`config.mk`:
```
export PLATFORM = sky130hd
export DESIGN_NAME = if_stage_pipe
export DESIGN_NICKNAME = d
export VERILOG_FILES = /design/src/rtl/core_pkg.sv /design/src/rtl/if_id_reg.sv /design/src/rtl/if_stage_pipe.sv
export SDC_FILE = /design/constraint.sdc
export NUM_CORES = 1
export LEC_CHECK = 0
export BUFFER_PORTS_ARGS = -buffer_cell sky130_fd_sc_hd__buf_2
export CAP_MARGIN = 20
export CORE_ASPECT_RATIO = 0.6
export CORE_MARGIN = 8
export CORE_UTILIZATION = 41
export CTS_CLUSTER_SIZE = 24
export DETAILED_ROUTE_END_ITERATION = 10
export PLACE_DENSITY_LB_ADDON = 0.1
export SYNTH_ARGS = -nofsm -noshare
export SYNTH_HDL_FRONTEND = slang
export SYNTH_SLANG_ARGS = --single-unit
```
`constraint.sdc`:
```
create_clock -name clk -period 2.85 [get_ports clk]
set_clock_uncertainty 0.05 [all_clocks]
set_input_delay 0.57 -clock clk [delete_from_list [all_inputs] [get_ports clk]]
set_output_delay 0.57 -clock clk [all_outputs]
set_load 0.01 [all_outputs]
```
`src/rtl/core_pkg.sv`:
```
// rtl/core_pkg.sv - shared core constants, fetch FSM state type and helpers
package core_pkg;

  localparam int          XLEN      = 32;
  localparam logic [31:0] NOP_INSTR = 32'h0000_0000;
  localparam logic [31:0] PC_STEP   = 32'd4;

  // Branch/jump opcodes, also decoded by the hazard unit
  localparam logic [5:0] OP_BEQ = 6'b000100;
  localparam logic [5:0] OP_BNE = 6'b000101;
  localparam logic [5:0] OP_J   = 6'b000010;

  typedef enum logic [1:0] {
    BOOT  = 2'd0,
    FETCH = 2'd1,
    WAIT  = 2'd2
  } fetch_state_t;

  // Increment that sticks at all-ones instead of wrapping
  function automatic logic [31:0] sat_inc(input logic [31:0] v);
    return (v == 32'hFFFF_FFFF) ? v : v + 32'd1;
  endfunction

endpackage

```
`src/rtl/if_id_reg.sv`:
```
// rtl/if_id_reg.sv - IF/ID pipeline register with load, bubble and hold controls
module if_id_reg #(
  parameter logic [31:0] NOP_INSTR = core_pkg::NOP_INSTR
) (
  input  logic        clk,
  input  logic        rst_n,
  input  logic        load,
  input  logic        bubble,
  input  logic [31:0] instr_d,
  input  logic [31:0] pc4_d,
  output logic [31:0] instr,
  output logic [31:0] pc4,
  output logic        valid
);

  // Load a fetched word, inject a bubble (pc4 kept), or hold
  always_ff @(posedge clk or negedge rst_n) begin
    if (!rst_n) begin
      instr <= NOP_INSTR;
      pc4   <= 32'h0;
      valid <= 1'b0;
    end else if (load) begin
      instr <= instr_d;
      pc4   <= pc4_d;
      valid <= 1'b1;
    end else if (bubble) begin
      instr <= NOP_INSTR;
      valid <= 1'b0;
    end
  end

endmodule

```
`src/rtl/if_stage_pipe.sv`:
```
// rtl/if_stage_pipe.sv - instruction fetch stage (PC, fetch FSM, IF/ID); IF_STAGE_PERF_EN adds perf counters
module if_stage_pipe #(
  parameter logic [31:0] RESET_PC  = 32'h0000_0000,
  parameter logic [31:0] NOP_INSTR = core_pkg::NOP_INSTR
) (
  input  logic        clk,
  input  logic        rst_n,
  input  logic        stall,
  input  logic        flush_ifid,
  input  logic        redirect_valid,
  input  logic [31:0] redirect_pc,
  output logic        imem_req,
  output logic [31:0] imem_addr,
  input  logic        imem_ready,
  input  logic [31:0] imem_rdata,
  output logic [31:0] ifid_instr,
  output logic [31:0] ifid_pc4,
  output logic        ifid_valid,
`ifdef IF_STAGE_PERF_EN
  output logic [31:0] perf_stall_cnt,
  output logic [31:0] perf_flush_cnt,
  output logic [31:0] perf_imiss_cnt,
`endif
  output logic [31:0] pc
);

  import core_pkg::*;

  fetch_state_t state;
  logic         req_q;
  logic         drop_q;
  logic [31:0]  pc_q;
  logic         active;
  logic         rdy;
  logic         ifid_load;
  logic         ifid_bubble;
  logic [31:0]  pc_plus4;
  logic [31:0]  redirect_aligned;

  // After a redirect cancels an outstanding request, the next imem_ready
  // belongs to the old address and is ignored.
  assign active           = (state != BOOT);
  assign rdy              = imem_ready && !drop_q;
  assign pc_plus4         = pc_q + PC_STEP;
  assign redirect_aligned = redirect_pc & ~32'h3;
  assign ifid_load        = active && !stall && !flush_ifid && rdy;
  assign ifid_bubble      = active && !stall && !ifid_load;

  assign imem_req  = req_q;
  assign imem_addr = pc_q;
  assign pc        = pc_q;

  // Fetch FSM and PC: stall > redirect > sequential advance
  always_ff @(posedge clk or negedge rst_n) begin
    if (!rst_n) begin
      state  <= BOOT;
      req_q  <= 1'b0;
      drop_q <= 1'b0;
      pc_q   <= RESET_PC & ~32'h3;
    end else begin
      case (state)
        BOOT: begin
          state  <= FETCH;
          req_q  <= 1'b1;
          drop_q <= 1'b0;
        end
        default: begin
          req_q  <= 1'b1;
          drop_q <= 1'b0;
          if (stall) begin
            if (state == WAIT && imem_ready) state <= FETCH;
          end else if (redirect_valid) begin
            pc_q   <= redirect_aligned;
            state  <= FETCH;
            drop_q <= !rdy;
          end else begin
            if (rdy && !flush_ifid) pc_q <= pc_plus4;
            state <= rdy ? FETCH : WAIT;
          end
        end
      endcase
    end
  end

  if_id_reg #(
    .NOP_INSTR (NOP_INSTR)
  ) u_if_id_reg (
    .clk     (clk),
    .rst_n   (rst_n),
    .load    (ifid_load),
    .bubble  (ifid_bubble),
    .instr_d (imem_rdata),
    .pc4_d   (pc_plus4),
    .instr   (ifid_instr),
    .pc4     (ifid_pc4),
    .valid   (ifid_valid)
  );

`ifdef IF_STAGE_PERF_EN
  // Saturating event counters; BOOT cycles are not counted
  always_ff @(posedge clk or negedge rst_n) begin
    if (!rst_n) begin
      perf_stall_cnt <= 32'h0;
      perf_flush_cnt <= 32'h0;
      perf_imiss_cnt <= 32'h0;
    end else if (active) begin
      if (stall)               perf_stall_cnt <= sat_inc(perf_stall_cnt);
      if (flush_ifid && !stall) perf_flush_cnt <= sat_inc(perf_flush_cnt);
      if (state == WAIT)       perf_imiss_cnt <= sat_inc(perf_imiss_cnt);
    end
  end
`endif

endmodule
```
==> results.txt, run 1 <==
Synth async-reset ratio - 100.0%
CTS clk-pin slew, worst paths - 0.07 ns
Grt ovf - 0
Initial Utilization - 41.75%
Pins Over Slew Limit - 0
Crit Path Category - flop to flop
RSZ-0062 raised after global routing - false
Hold Fails Final Rpt - 0
Full die area - 16,980 sq um
Fillcell total - 1,231
Fmax - 388.2 MHz
Worst Tran Pin Value - 0.7774 ns
Combinational cell fraction of total power - 28.6%
VDD IR max - 300.5 uV
Post-CTS Setup Bufs - 0
I/O pin count - 200
Clock share of power - 28.3%
Clk_lat worst skew - 0.35 ns
Commonest non-fill, non-tap cell in the layout - buf_2
Sequential cell area - 2427 sq um
Yosys warning total - 0
Overall Global Routing Usage - 20.21%
Sequential power share - 43.1%
Most frequent cells in the layout - buf_2 (190), dfrtp_1 (97), nand2_1 (44)
Area of the multi-input gates - 2407 sq um
HPWL after DPL - 12,780 um
Via count - 5,095
Routed Antenna Nets - 0
Die height - 104.2 um
Share of layout cells above drive strength 1 - 32.55%
Synth Cell Area - 5315 sq um
Post-CTS resize count - 0
Max_slew headroom - 47.69%
Met3 routed WL - 1394 um
Distinct cells, synth - 56
Initial antenna violation count - 0
Clk root buf - clkbuf_16
CTS tree - yes
Period Utilization, post-route - 90.39%
Hold slack - 0.08540 ns
Max Cap Violations - 0
Clk sink count - 97
Crit path required time - 3.01 ns
Metal-1 WL - 8305 um
Gate Count Post-Synth - 579
Vias in the first global route - 5,094
Critical path arrival - 2.74 ns
Port Buffers - 191
Largest net degree at the start of global routing - 54
EDFF count, synth - 0
Worst Setup End Kind - flop
Sw Share - 35.73%
Final Setup Violations - 0
Core Rows - 32
# hold bufs at CTS - 0
Top routing layer used - met4
RD Place Congestion - 0.8183
Most used DFF post-synth - dfrtp_1
Seq cells post-synth - 97
Min cycle time layout - 2.576 ns
Hold/Removal Path Class - primary input to asynchronous set/reset pin
Outcome - finished, final reports clean
Fin nets - 788
Setup crit start kind - flop
Setup TNS - 0 ns
1st-pass router iterations - 5
Int Pwr - 2821 uW
Worst-path fanout max - 12
Total Wirelength - 17,380 um
Clk buf depth - 2
# DRC - 0
Core Area - 12,730 sq um
Avg Synthesized Cell Area - 9.180 sq um
Vias per Instance - 5.712
Htree depth - 3
Wirelength per Cell - 19.48 um
TritonCTS Buffers - 9
Lkg Pwr - 0.002977 uW
Antenna diode count - 0
Die X-Extent - 163.0 um
Routed length on met2 - 7552 um
Area Growth Syn to Fin - 22.39%
First-pass GRT wire length - 28,130 um
Psw - 1568 uW
Register area share after synthesis - 45.67%
Pwr Density - 674.7 nW/um^2
Initial drt markers - 371
-- cells in the mapped netlist, drive strengths merged (6+ instances only) --
master	count	share of area [%]
dfrtp	97	46
buf	46	6.1
nand2	44	3.1
clkbuf	43	3.1
o21ai	39	3.7
nand3	37	3.5
a22o	34	5.6
nor2	33	2.3
a21oi	20	1.9
nand4	18	2.5
and3	15	1.8
a31oi	14	1.6
or4	14	2.0
nor4	13	1.5
o31ai	13	1.8
o211ai	11	1.6
or3	10	1.2
xnor2	9	1.5
inv	7	0.49
o311ai	6	0.99
-- per-stage QoR --
stage / total power, uW / setup slack (ns) / util (%) / instances / instance area, sq um
floorplan: 2673 / 0.5279 / - / 584 / 5334
detailed placement: 3178 / 0.3490 / 48.75 / 876 / 6207
global route: 4646 / 0.1289 / 51.09 / 892 / 6505
finish: 4389 / 0.2738 / 51.09 / 892 / 6505
global placement: 3147 / 0.4074 / 48.75 / 876 / 6207
CTS: 4436 / 0.3235 / 51.09 / 892 / 6505
-- worst paths after layout --
| check | slack [ns] | cells after the start | to | startpoint |
|---|---|---|---|---|
| worst max-delay path | 0.27 | 5 | imem_addr[30]$_DFFE_PN0P_ | imem_addr[2]$_DFFE_PN0P_ |
| worst min-delay path | 0.09 | 1 | u_if_id_reg.pc4[10]$_DFFE_PN0P_ | rst_n |
| worst max register to register | 0.27 | 5 | imem_addr[30]$_DFFE_PN0P_ | imem_addr[2]$_DFFE_PN0P_ |
| worst min register to register | 0.42 | 2 | u_if_id_reg.pc4[8]$_DFFE_PN0P_ | u_if_id_reg.pc4[8]$_DFFE_PN0P_ |
| max in group asynchronous | 1.94 | 2 | imem_addr[23]$_DFFE_PN0P_ | rst_n |
| min in group clk | 0.38 | 2 | u_if_id_reg.instr[3]$_DFFE_PN0P_ | imem_rdata[3] |
-- power by group through the flow --
stage	registers, uW	clock network (uW)	logic, uW
6_report	1890	1240	1260
5_1_grt	1940	1330	1380
4_1_cts	1890	1280	1270
3_5_place_dp	1910	0	1270
3_3_place_gp	1900	0	1250
2_1_floorplan	1930	0	747
-- state kept, by name, summed over array words and instances, names as in the netlist --
register,count
u_if_id_reg.instr,32
imem_addr,30
u_if_id_reg.pc4,30
state,2
drop_q,1
imem_req,1
u_if_id_reg.valid,1
-- cell families after synthesis --
kind of cell,share of synthesized area [%]
DFF,45.67
and+or+nand+nor,21.75
other,0.1413
AOI/OAI and AO/OA,20.29
xor gates and xnor gates,1.978
buffers and inverters,9.746
muxes,0.1883
adders and majority gates,0.2354
-- layout make-up --
class                      count  area share (%)
sequential                    97           37.31
tap                          170           3.270
inverter                       7          0.4039
timing repair buffer         211           17.43
multi-input combinational    391           37.01
clock buffer                  11           3.578
clock inverter                 5           1.000
-- per-layer routing --
metal  GRT usage, %  vias to the layer above
met5              0                        -
met3          4.822                       13
li1               -                     2378
met1          29.19                     2481
met2          30.27                      223
met4          3.520                        0
-- worst max-delay path: stages (launching register included) --
cell	delay [ns]
dfrtp_1	0.50
ha_1	0.34
nand4_2	0.16
or4_1	0.78
o311ai_0	0.46
o211ai_1	0.14
No activity file was read; power rests on OpenSTA's default activity.
==> run 2, diff against run 1 <==
--- a/config.mk
+++ b/config.mk
@@ -7,7 +7,7 @@
 export LEC_CHECK = 0
 export BUFFER_PORTS_ARGS = -buffer_cell sky130_fd_sc_hd__buf_2
 export CAP_MARGIN = 20
-export CORE_ASPECT_RATIO = 0.6
+export CORE_ASPECT_RATIO = 1.1
 export CORE_MARGIN = 8
 export CORE_UTILIZATION = 41
 export CTS_CLUSTER_SIZE = 24
==> run 2 against run 1 <==
  * Core utilization shrank 0.27 points
  * Sequential share of layout area grew 0.47 points
  * Register-to-register slack improved by 0.14 ns
  * Sequential power about the same
  * Global-route usage shrank 0.66 points
  * Clock power down 9.7%
  * Worst hold slack improved by 0.074 ns
  * Via count decreased by 2.2%
  * Final area down 1.2%
  * Routed wire length shrank 4.5%
  * Largest cell class unchanged
  * Highest routed layer is now met5
==> results.txt, run 2 (synthesis gave the netlist of run 1 again) <==
Full die area - 16,870 sq um (was 16,980 sq um)
Crit path required time - 3.06 ns (was 3.01 ns)
Pwr Density - 659.1 nW/um^2 (was 674.7 nW/um^2)
Final Setup Violations - 0 (unchanged)
I/O pin count - 200 (unchanged)
First-pass GRT wire length - 27,020 um (was 28,130 um)
Core Area - 12,640 sq um (was 12,730 sq um)
Die X-Extent - 124.6 um (was 163.0 um)
Routed Antenna Nets - 0 (unchanged)
Vias per Instance - 5.704 (was 5.712)
Total Wirelength - 16,600 um (was 17,380 um)
Fillcell total - 1,205 (was 1,231)
Setup crit start kind - flop (unchanged)
Core Rows - 43 (was 32)
Grt ovf - 0 (unchanged)
Largest net degree at the start of global routing - 56 (was 54)
Port Buffers - 191 (unchanged)
Area Growth Syn to Fin - 20.88% (was 22.39%)
Period Utilization, post-route - 85.40% (was 90.39%)
Clk_lat worst skew - 0.35 ns (about the same)
Vias in the first global route - 5,109 (was 5,094)
Worst Setup End Kind - flop (unchanged)
Hold Fails Final Rpt - 0 (unchanged)
Setup TNS - 0 ns (unchanged)
Wirelength per Cell - 19.00 um (was 19.48 um)
Max Cap Violations - 0 (unchanged)
Flop2flop setup slack - 0.42 ns (was 0.27 ns)
Fin nets - 784 (was 788)
Most frequent cells in the layout - buf_2 (190), dfrtp_1 (97), nand2_1 (44) (unchanged)
CTS tree - yes (unchanged)
Pins Over Slew Limit - 0 (unchanged)
Die height - 135.4 um (was 104.2 um)
Fmax - 410.9 MHz (was 388.2 MHz)
Placed cell count - 859 (was 876)
TritonCTS Buffers - 9 (unchanged)
Share of layout cells above drive strength 1 - 32.08% (was 32.55%)
# DRC - 0 (unchanged)
Clk buf depth - 2 (unchanged)
Finished Layout Cells - 874 (was 892)
Htree depth - 3 (unchanged)
Clk sink count - 97 (unchanged)
CTS clk-pin slew, worst paths - 0.06 ns (was 0.07 ns)
Clk root buf - clkbuf_16 (unchanged)
Worst Tran Pin Value - 0.8083 ns (was 0.7774 ns)
Initial drt markers - 338 (was 371)
Reg-to-Reg End - imem_addr[30]$_DFFE_PN0P_ (unchanged)
Max_slew headroom - 45.70% (was 47.69%)
Worst-path fanout max - 12 (unchanged)
RSZ-0062 raised after global routing - false (unchanged)
Max FFs per register - 32 (unchanged)
Initial Utilization - 42.04% (was 41.75%)
Critical path arrival - 2.64 ns (was 2.74 ns)
Post-CTS Setup Bufs - 0 (unchanged)
Crit Path Category - flop to flop (unchanged)
Overall Global Routing Usage - 19.55% (was 20.21%)
Reg2Reg Depth - 5 (unchanged)
Hold/Removal Path Class - primary input to asynchronous set/reset pin (unchanged)
VDD IR max - 330.3 uV (was 300.5 uV)
1st-pass router iterations - 5 (unchanged)
Initial antenna violation count - 1 (was 0)
Commonest non-fill, non-tap cell in the layout - buf_2 (unchanged)
Outcome - finished, final reports clean (unchanged)
Worst reg2reg startpoint - imem_addr[2]$_DFFE_PN0P_ (unchanged)
Antenna diode count - 0 (unchanged)
Most flops, register - u_if_id_reg.instr (unchanged)
RD Place Congestion - 0.8031 (was 0.8183)
# hold bufs at CTS - 0 (unchanged)
Lkg Pwr - 0.002949 uW (was 0.002977 uW)
HPWL after DPL - 11,980 um (was 12,780 um)
Post-CTS resize count - 0 (unchanged)
Min cycle time layout - 2.434 ns (was 2.576 ns)
Hold slack - 0.1595 ns (was 0.08540 ns)
Via count - 4,985 (was 5,095)
==> run 2: through the flow <==
step	total power, uW	instance area (sq um)	setup WS, ns	utilization, %
after floorplan	2673	5334	0.5279	-
after global placement	3123	6161	0.4379	48.73
after detailed placement	3155	6161	0.4127	48.73
after CTS	4281	6425	0.3938	50.82
after global routing	4500	6425	0.2277	50.82
final	4234	6425	0.4160	50.82
==> run 2: worst max path at each step <==
stage                                        start                              end  slack [ns]  depth (start not counted)
after floorplan           imem_addr[2]$_DFFE_PN0P_        imem_addr[30]$_DFFE_PN0P_        0.53                          6
after detailed placement  imem_addr[2]$_DFFE_PN0P_        imem_addr[30]$_DFFE_PN0P_        0.41                          5
final                     imem_addr[2]$_DFFE_PN0P_        imem_addr[30]$_DFFE_PN0P_        0.42                          5
after global routing      imem_addr[2]$_DFFE_PN0P_        imem_addr[28]$_DFFE_PN0P_        0.23                          5
after global placement    imem_addr[2]$_DFFE_PN0P_  u_if_id_reg.pc4[22]$_DFFE_PN0P_        0.44                          5
after CTS                 imem_addr[2]$_DFFE_PN0P_        imem_addr[30]$_DFFE_PN0P_        0.39                          5
==> run 2: final cells by class <==
class | instances | area (sq um) | area share, %
Tap cell | 157 | 196.4 | 3.057
Sequential cell | 97 | 2427 | 37.78
Inverter | 7 | 26.28 | 0.4090
Clock buffer | 12 | 246.5 | 3.836
Clock inverter | 3 | 17.52 | 0.2726
Multi-Input combinational cell | 391 | 2407 | 37.47
Timing Repair Buffer | 207 | 1104 | 17.18
==> run 2: routing by layer <==
| layer | track usage, % | share of wire (%) |
|---|---|---|
| met1 | 24.48 | 45 |
| met4 | 7.971 | 2.2 |
| met5 | 0 | 0.060 |
| met2 | 31.12 | 46 |
| met3 | 5.717 | 7.3 |
==> run 2: where the power goes <==
group / internal (uW) / switching, uW / leakage, uW
Combinational: 510 / 706 / 0.00165
Clock: 609 / 512 / 0.000128
Sequential: 1610 / 287 / 0.00118
Total: 2730 / 1500 / 0.00295
==> run 2: worst max-delay path, cell delays in order, from the launching register on <==
cell and delay, ns:
dfrtp_1 0.46, ha_1 0.32, nand4_2 0.14, or4_1 0.77, or3_1 0.44, o211ai_1 0.18
